==> src/rtl/seg7_pkg.sv <==
// ============================================================================
// Module   : seg7_pkg
// Purpose  : Active-low 7-segment codes and converter FSM state encoding.
// Revision : 1.0 - initial release
// ============================================================================
`default_nettype none

package seg7_pkg;

   // Segment order is {g,f,e,d,c,b,a}; a lit segment is driven low.
   localparam logic [6:0] SEG_DIGIT [0:9] = '{
      7'b1000000, 7'b1111001, 7'b0100100, 7'b0110000, 7'b0011001,
      7'b0010010, 7'b0000010, 7'b1111000, 7'b0000000, 7'b0010000
   };
   localparam logic [6:0] SEG_MINUS  = 7'b0111111;
   localparam logic [6:0] SEG_BLANK  = 7'b1111111;

   localparam logic [3:0] CODE_MINUS = 4'hA;
   localparam logic [3:0] CODE_BLANK = 4'hF;

   typedef enum logic [1:0] {
      IDLE    = 2'd0,
      CONVERT = 2'd1,
      FORMAT  = 2'd2
   } state_e;

endpackage

`default_nettype wire

==> src/rtl/seg7_digit.sv <==
// ============================================================================
// Module   : seg7_digit
// Purpose  : Combinational 4-bit code to active-low segment lookup.
// Revision : 1.0 - initial release
// ============================================================================
`default_nettype none

module seg7_digit
   import seg7_pkg::*;
(
   input  logic [3:0] code_i,
   output logic [6:0] seg_o
);

   always_comb begin
      seg_o = SEG_BLANK;
      for (int d = 0; d < 10; d++) begin
         if (code_i == 4'(d)) seg_o = SEG_DIGIT[d];
      end
      if (code_i == CODE_MINUS) seg_o = SEG_MINUS;
   end

endmodule

`default_nettype wire

==> src/rtl/signed_decimal_display.sv <==
// ============================================================================
// Module   : signed_decimal_display
// Purpose  : Signed/unsigned binary to multi-digit 7-segment display via an
//            iterative double-dabble converter with leading-zero blanking.
// Revision : 1.0 - initial release
// ============================================================================
`default_nettype none

module signed_decimal_display
   import seg7_pkg::*;
#(
   parameter int WIDTH    = 8,
   parameter int DIGITS   = 3,
   parameter int SIGNED   = 1,
   parameter int BLANK_LZ = 1
)(
   input  logic                      clk,
   input  logic                      reset,
   input  logic                      in_valid,
   input  logic [WIDTH-1:0]          in_data,
   output logic                      in_ready,
   output logic                      busy,
   output logic                      out_valid,
   output logic [(DIGITS+1)*7-1:0]   hex
);

   localparam int CW = $clog2(WIDTH + 1);
   localparam int BW = 4 * DIGITS;

   state_e                    state_q, state_d;
   logic                      neg_q, neg_d;
   logic [WIDTH-1:0]          mag_q, mag_d;
   logic [BW-1:0]             bcd_q, bcd_d, bcd_adj;
   logic [CW-1:0]             cnt_q, cnt_d;
   logic [(DIGITS+1)*7-1:0]   hex_q, hex_d, segs;
   logic                      out_valid_q;
   logic [3:0]                codes [0:DIGITS];

   assign in_ready  = (state_q == IDLE) & ~reset;
   assign busy      = (state_q != IDLE);
   assign out_valid = out_valid_q;
   assign hex       = hex_q;

   always_ff @(posedge clk) begin
      if (reset) begin
         state_q     <= IDLE;
         neg_q       <= 1'b0;
         mag_q       <= '0;
         bcd_q       <= '0;
         cnt_q       <= '0;
         hex_q       <= '1;
         out_valid_q <= 1'b0;
      end else begin
         state_q     <= state_d;
         neg_q       <= neg_d;
         mag_q       <= mag_d;
         bcd_q       <= bcd_d;
         cnt_q       <= cnt_d;
         hex_q       <= hex_d;
         out_valid_q <= (state_q == FORMAT);
      end
   end

   always_comb begin
      bcd_adj = bcd_q;
      for (int k = 0; k < DIGITS; k++) begin
         if (bcd_q[4*k +: 4] >= 4'd5) bcd_adj[4*k +: 4] = bcd_q[4*k +: 4] + 4'd3;
      end
   end

   always_comb begin
      state_d = state_q;
      neg_d   = neg_q;
      mag_d   = mag_q;
      bcd_d   = bcd_q;
      cnt_d   = cnt_q;
      hex_d   = hex_q;
      case (state_q)
         IDLE: begin
            if (in_valid && in_ready) begin
               neg_d   = (SIGNED != 0) && in_data[WIDTH-1];
               mag_d   = neg_d ? (~in_data + WIDTH'(1)) : in_data;
               bcd_d   = '0;
               cnt_d   = CW'(WIDTH);
               state_d = CONVERT;
            end
         end
         CONVERT: begin
            bcd_d = {bcd_adj[BW-2:0], mag_q[WIDTH-1]};
            mag_d = {mag_q[WIDTH-2:0], 1'b0};
            cnt_d = cnt_q - CW'(1);
            if (cnt_q == CW'(1)) state_d = FORMAT;
         end
         FORMAT: begin
            hex_d   = segs;
            state_d = IDLE;
         end
         default: state_d = IDLE;
      endcase
   end

   // Highest nonzero digit sets how many digits show and where the sign floats.
   always_comb begin
      int top;
      top = 0;
      for (int k = 0; k < DIGITS; k++) begin
         if (bcd_q[4*k +: 4] != 4'd0) top = k;
      end
      for (int k = 0; k <= DIGITS; k++) codes[k] = CODE_BLANK;
      for (int k = 0; k < DIGITS; k++) begin
         if (BLANK_LZ == 0 || k <= top) codes[k] = bcd_q[4*k +: 4];
         else if (neg_q && k == top + 1) codes[k] = CODE_MINUS;
      end
      if (neg_q && (BLANK_LZ == 0 || top == DIGITS - 1)) codes[DIGITS] = CODE_MINUS;
   end

   for (genvar k = 0; k <= DIGITS; k++) begin : g_digit
      seg7_digit u_digit (
         .code_i (codes[k]),
         .seg_o  (segs[7*k +: 7])
      );
   end

endmodule

`default_nettype wire

==> config.mk <==
export PLATFORM = sky130hd
export DESIGN_NAME = signed_decimal_display
export DESIGN_NICKNAME = d
export VERILOG_FILES = /design/src/rtl/seg7_pkg.sv /design/src/rtl/seg7_digit.sv /design/src/rtl/signed_decimal_display.sv
export SDC_FILE = /design/constraint.sdc
export NUM_CORES = 1
export LEC_CHECK = 0
export ABC_AREA = 1
export CAP_MARGIN = 10
export CORE_MARGIN = 2
export CORE_UTILIZATION = 50
export DETAILED_ROUTE_END_ITERATION = 8
export DONT_BUFFER_PORTS = 1
export GPL_ROUTABILITY_DRIVEN = 1
export GPL_TIMING_DRIVEN = 0
export PLACE_DENSITY_LB_ADDON = 0.25
export SLEW_MARGIN = 10
export SYNTH_ARGS = -nofsm -noshare
export SYNTH_HDL_FRONTEND = slang
export SYNTH_HIERARCHICAL = 1
export SYNTH_SLANG_ARGS = --single-unit
==> constraint.sdc <==
create_clock -name clk -period 2.6 [get_ports clk]
set_clock_uncertainty 0.2 [all_clocks]
set_input_delay 0.39 -clock clk [delete_from_list [all_inputs] [get_ports clk]]
set_output_delay 0.39 -clock clk [all_outputs]
set_load 0.03 [all_outputs]
==> flow_metrics.env <==
export IMPL_fp_row_count=29
export IMPL_syn_inst=527
export IMPL_rrSetupSlack_ns=0.31
export IMPL_worstRegToRegCells=12
export IMPL_hp_class="input port to flip-flop"
export IMPL_synth_most_common_cell="nand2_1"
export IMPL_first_iter_violations=131
export IMPL_grt_pass1_vias=2952
export IMPL_min_delay_start="in_data[0]"
export IMPL_critPathLaunch="bcd_q[8]$_SDFFE_PP0P_"
export IMPL_drv_slew=0
export IMPL_synth_area_leaders="dfxtp_1, nand2_1, nand3_1"
export IMPL_relSlewSlack_pct=63.25
export IMPL_clk_latency_ns=0.31
export IMPL_switching_share_pct=30.52
export IMPL_p_seq_share_pct=56.1
export IMPL_max_freq_mhz=436.3
export IMPL_syn_to_final_growth_pct=7.227
export IMPL_overflow=0
export IMPL_critPathRequiredTime_ns=2.66
export IMPL_tightest_slew_ns=0.5513
export IMPL_antenna_found_initial=0
export IMPL_ys_ff_latch=56
export IMPL_netlist_area_leader_share_pct=34.26
export IMPL_clk_path_buf_depth=2
export IMPL_critical_path_class="flip-flop to flip-flop"
export IMPL_power_leakage_nw=1.770
export IMPL_crit_cells=12
export IMPL_synth_area_sq_um=3272
export IMPL_ant_nets=0
export IMPL_p_sw_w=0.0005139
export IMPL_drive_gt1_share_pct=6.752
export IMPL_cts_tree="done"
export IMPL_diodes=0
export IMPL_dieArea_sq_um=7207
export IMPL_worstReg2RegStart="bcd_q[8]$_SDFFE_PP0P_"
export IMPL_async_reset_ff_share_pct=0
export IMPL_place_gp_congestion=0.8835
export IMPL_arrival_ns=2.35
export IMPL_fp_coreArea_sq_um=6350
export IMPL_dp_hpwl_um=5169
export IMPL_finalWirelength_um=7076
export IMPL_path_clk_slew_ns=0.10
export IMPL_slowest_delay_ns=0.35
export IMPL_cts_made_buffers=5
export IMPL_cts_htree_levels=2
export IMPL_worstSetupStartpointType="flip-flop"
export IMPL_nets=568
export IMPL_die_h_um=84.90
export IMPL_clockRootBuffer="clkbuf_8"
export IMPL_ioPinCount=42
export IMPL_viasPerCell=5.062
export IMPL_slowest_stage="dfxtp_1"
export IMPL_finalHoldViolCount=0
export IMPL_yosysSeqAreaShare_pct=34.26
export IMPL_whs_ns=0.01932
export IMPL_yosys_area_top_type="dfxtp_1"
export IMPL_crit_family="simple AND/OR/NAND/NOR gates"
export IMPL_yosys_warnings=6
export IMPL_io_buffer_count=0
export IMPL_grt_pass1_wl_um=12540
export IMPL_period_share_pct=88.15
export IMPL_synth_common_cells="nand2_1, inv_1, nand3_1"
export IMPL_final_setup_tns_ns=0
export IMPL_dr_total_vias=3164
export IMPL_initial_core_util_pct=51.53
export IMPL_setup_violations=0
export IMPL_cp_end_kind="flip-flop"
export IMPL_combPwrFrac_pct=15.3
export IMPL_design_area_sq_um=3508
export IMPL_clockPowerShare_pct=28.6
export IMPL_ys_types=25
export IMPL_p_int_w=0.001170
export IMPL_grt_max_degree=18
export IMPL_ir_drop_uv=282.8
export IMPL_drc=0
export IMPL_die_x_um=84.90
export IMPL_status="completed"
export IMPL_wl_per_cell_um=11.32
export IMPL_clkSinkCount=56
export IMPL_place_area_sq_um=3417
export IMPL_track_usage_pct=20.71
export IMPL_cp_max_fo=5
export IMPL_path_cells="inv_1, ha_1, nand3_1, nor2_2, a21oi_1, o21ai_1, inv_1, o21ai_0, nand2_1, nor2_1, nand2_1, nand3_1"
export IMPL_drtPass1Iterations=4
export IMPL_period_minus_slack_ns=2.292
export IMPL_rsz0062_at_grt="no"
export IMPL_max_cap_violations=0
export IMPL_nFillCells=666
export IMPL_critPathBufInv=2
export IMPL_synth_edf_count=0
export IMPL_power_per_cell_area_nw_per_um2=479.9
export IMPL_avgSynthCellArea_sq_um=6.209
export IMPL_cts_setup_buffers=0
export IMPL_ys_flop_type="dfxtp_1"
export IMPL_hold_path_depth=2
==> stage by stage <==
| stage | cells | total power [W] | setup WS, ns | utilization [%] |
|---|---|---|---|---|
| global placement | 617 | 0.001216 | 0.2548 | 53.81 |
| CTS | 625 | 0.001704 | 0.1900 | 55.21 |
| finish | 625 | 0.001684 | 0.3081 | 55.25 |
| floorplan | 540 | 0.001166 | 0.5392 | - |
| global route | 625 | 0.001776 | 0.02020 | 55.25 |
| detailed placement | 617 | 0.001223 | 0.2106 | 53.81 |
==> registers in the layout, summed over array words and instances, names as in the netlist <==
signal,flops
state_q,2
mag_q,8
out_valid,1
hex,28
bcd_q,12
neg_q,1
cnt_q,4
==> metal layers <==
metal	GRT usage, %	part of all wire, %	vias to the layer above
met4	4.618	1.3	0
met3	3.696	4.4	11
li1	-	-	1692
met5	0	0	-
met1	26.83	47	1404
met2	36.08	47	57
==> cell usage in the layout (no fill, tap or decap), types with 5 or more instances in the layout <==
master and instances:
a21oi_1 26, a22oi_1 8, buf_2 8, buf_4 6
clkbuf_1 6, clkbuf_8 5, conb_1 14, dfxtp_1 56
ha_1 10, inv_1 63, inv_2 5, nand2_1 171
nand3_1 62, nor2_1 48, nor2_2 6, o21ai_0 31
==> power by group through the flow <==
stage / Clock (W) / Combinational [W] / Sequential (W)
after floorplan: 0 / 0.000208 / 0.000958
final: 0.000481 / 0.000258 / 0.000945
after global routing: 0.000523 / 0.000303 / 0.000949
after global placement: 0 / 0.000253 / 0.000963
after detailed placement: 0 / 0.000258 / 0.000965
after CTS: 0.000500 / 0.000260 / 0.000945
==> kinds of logic (layout without fill, tap and decap cells) <==
logic type                 count (synthesis)  in the layout  synth area share, %
AOI/OAI and AO/OA                         69             69                11.32
other                                      1             14               0.1146
DFF                                       56             56                34.26
and+or+nand+nor                          301            301                38.70
xor gates and xnor gates                   1              1               0.2677
buffers and inverters                     89             97                11.51
adders and majority gates                 10             10                3.824
==> worst register-to-register path: stages, from the launching register on <==
cell	delay [ns]
dfxtp_1	0.35
inv_1	0.10
ha_1	0.21
nand3_1	0.17
nor2_2	0.20
a21oi_1	0.08
o21ai_1	0.22
inv_1	0.16
o21ai_0	0.21
nand2_1	0.10
nor2_1	0.11
nand2_1	0.06
nand3_1	0.08
==> timing repair <==
action,in CTS,in global routing
hold buffers,0,0
endpoints found under the setup margin,0,4
gates resized for setup,0,3
==> worst paths after layout <==
check | end
max reg2reg | hex[17]$_SDFFE_PP1P_
min reg2reg | mag_q[0]$_SDFFE_PP0P_
max | hex[17]$_SDFFE_PP1P_
min | mag_q[0]$_SDFFE_PP0P_
==> cell type report <==
| cell class | count | area [sq um] | share of cell area, % |
|---|---|---|---|
| Clock buffer | 6 | 72.57 | 2.068 |
| Inverter | 69 | 261.5 | 7.454 |
| Sequential cell | 56 | 1121 | 31.95 |
| Tap cell | 77 | 96.34 | 2.746 |
| Buffer | 20 | 115.1 | 3.281 |
| Multi-Input combinational cell | 395 | 1826 | 52.03 |
| Clock inverter | 2 | 16.27 | 0.4636 |
Note: power is estimated with default switching activity, not from simulation.
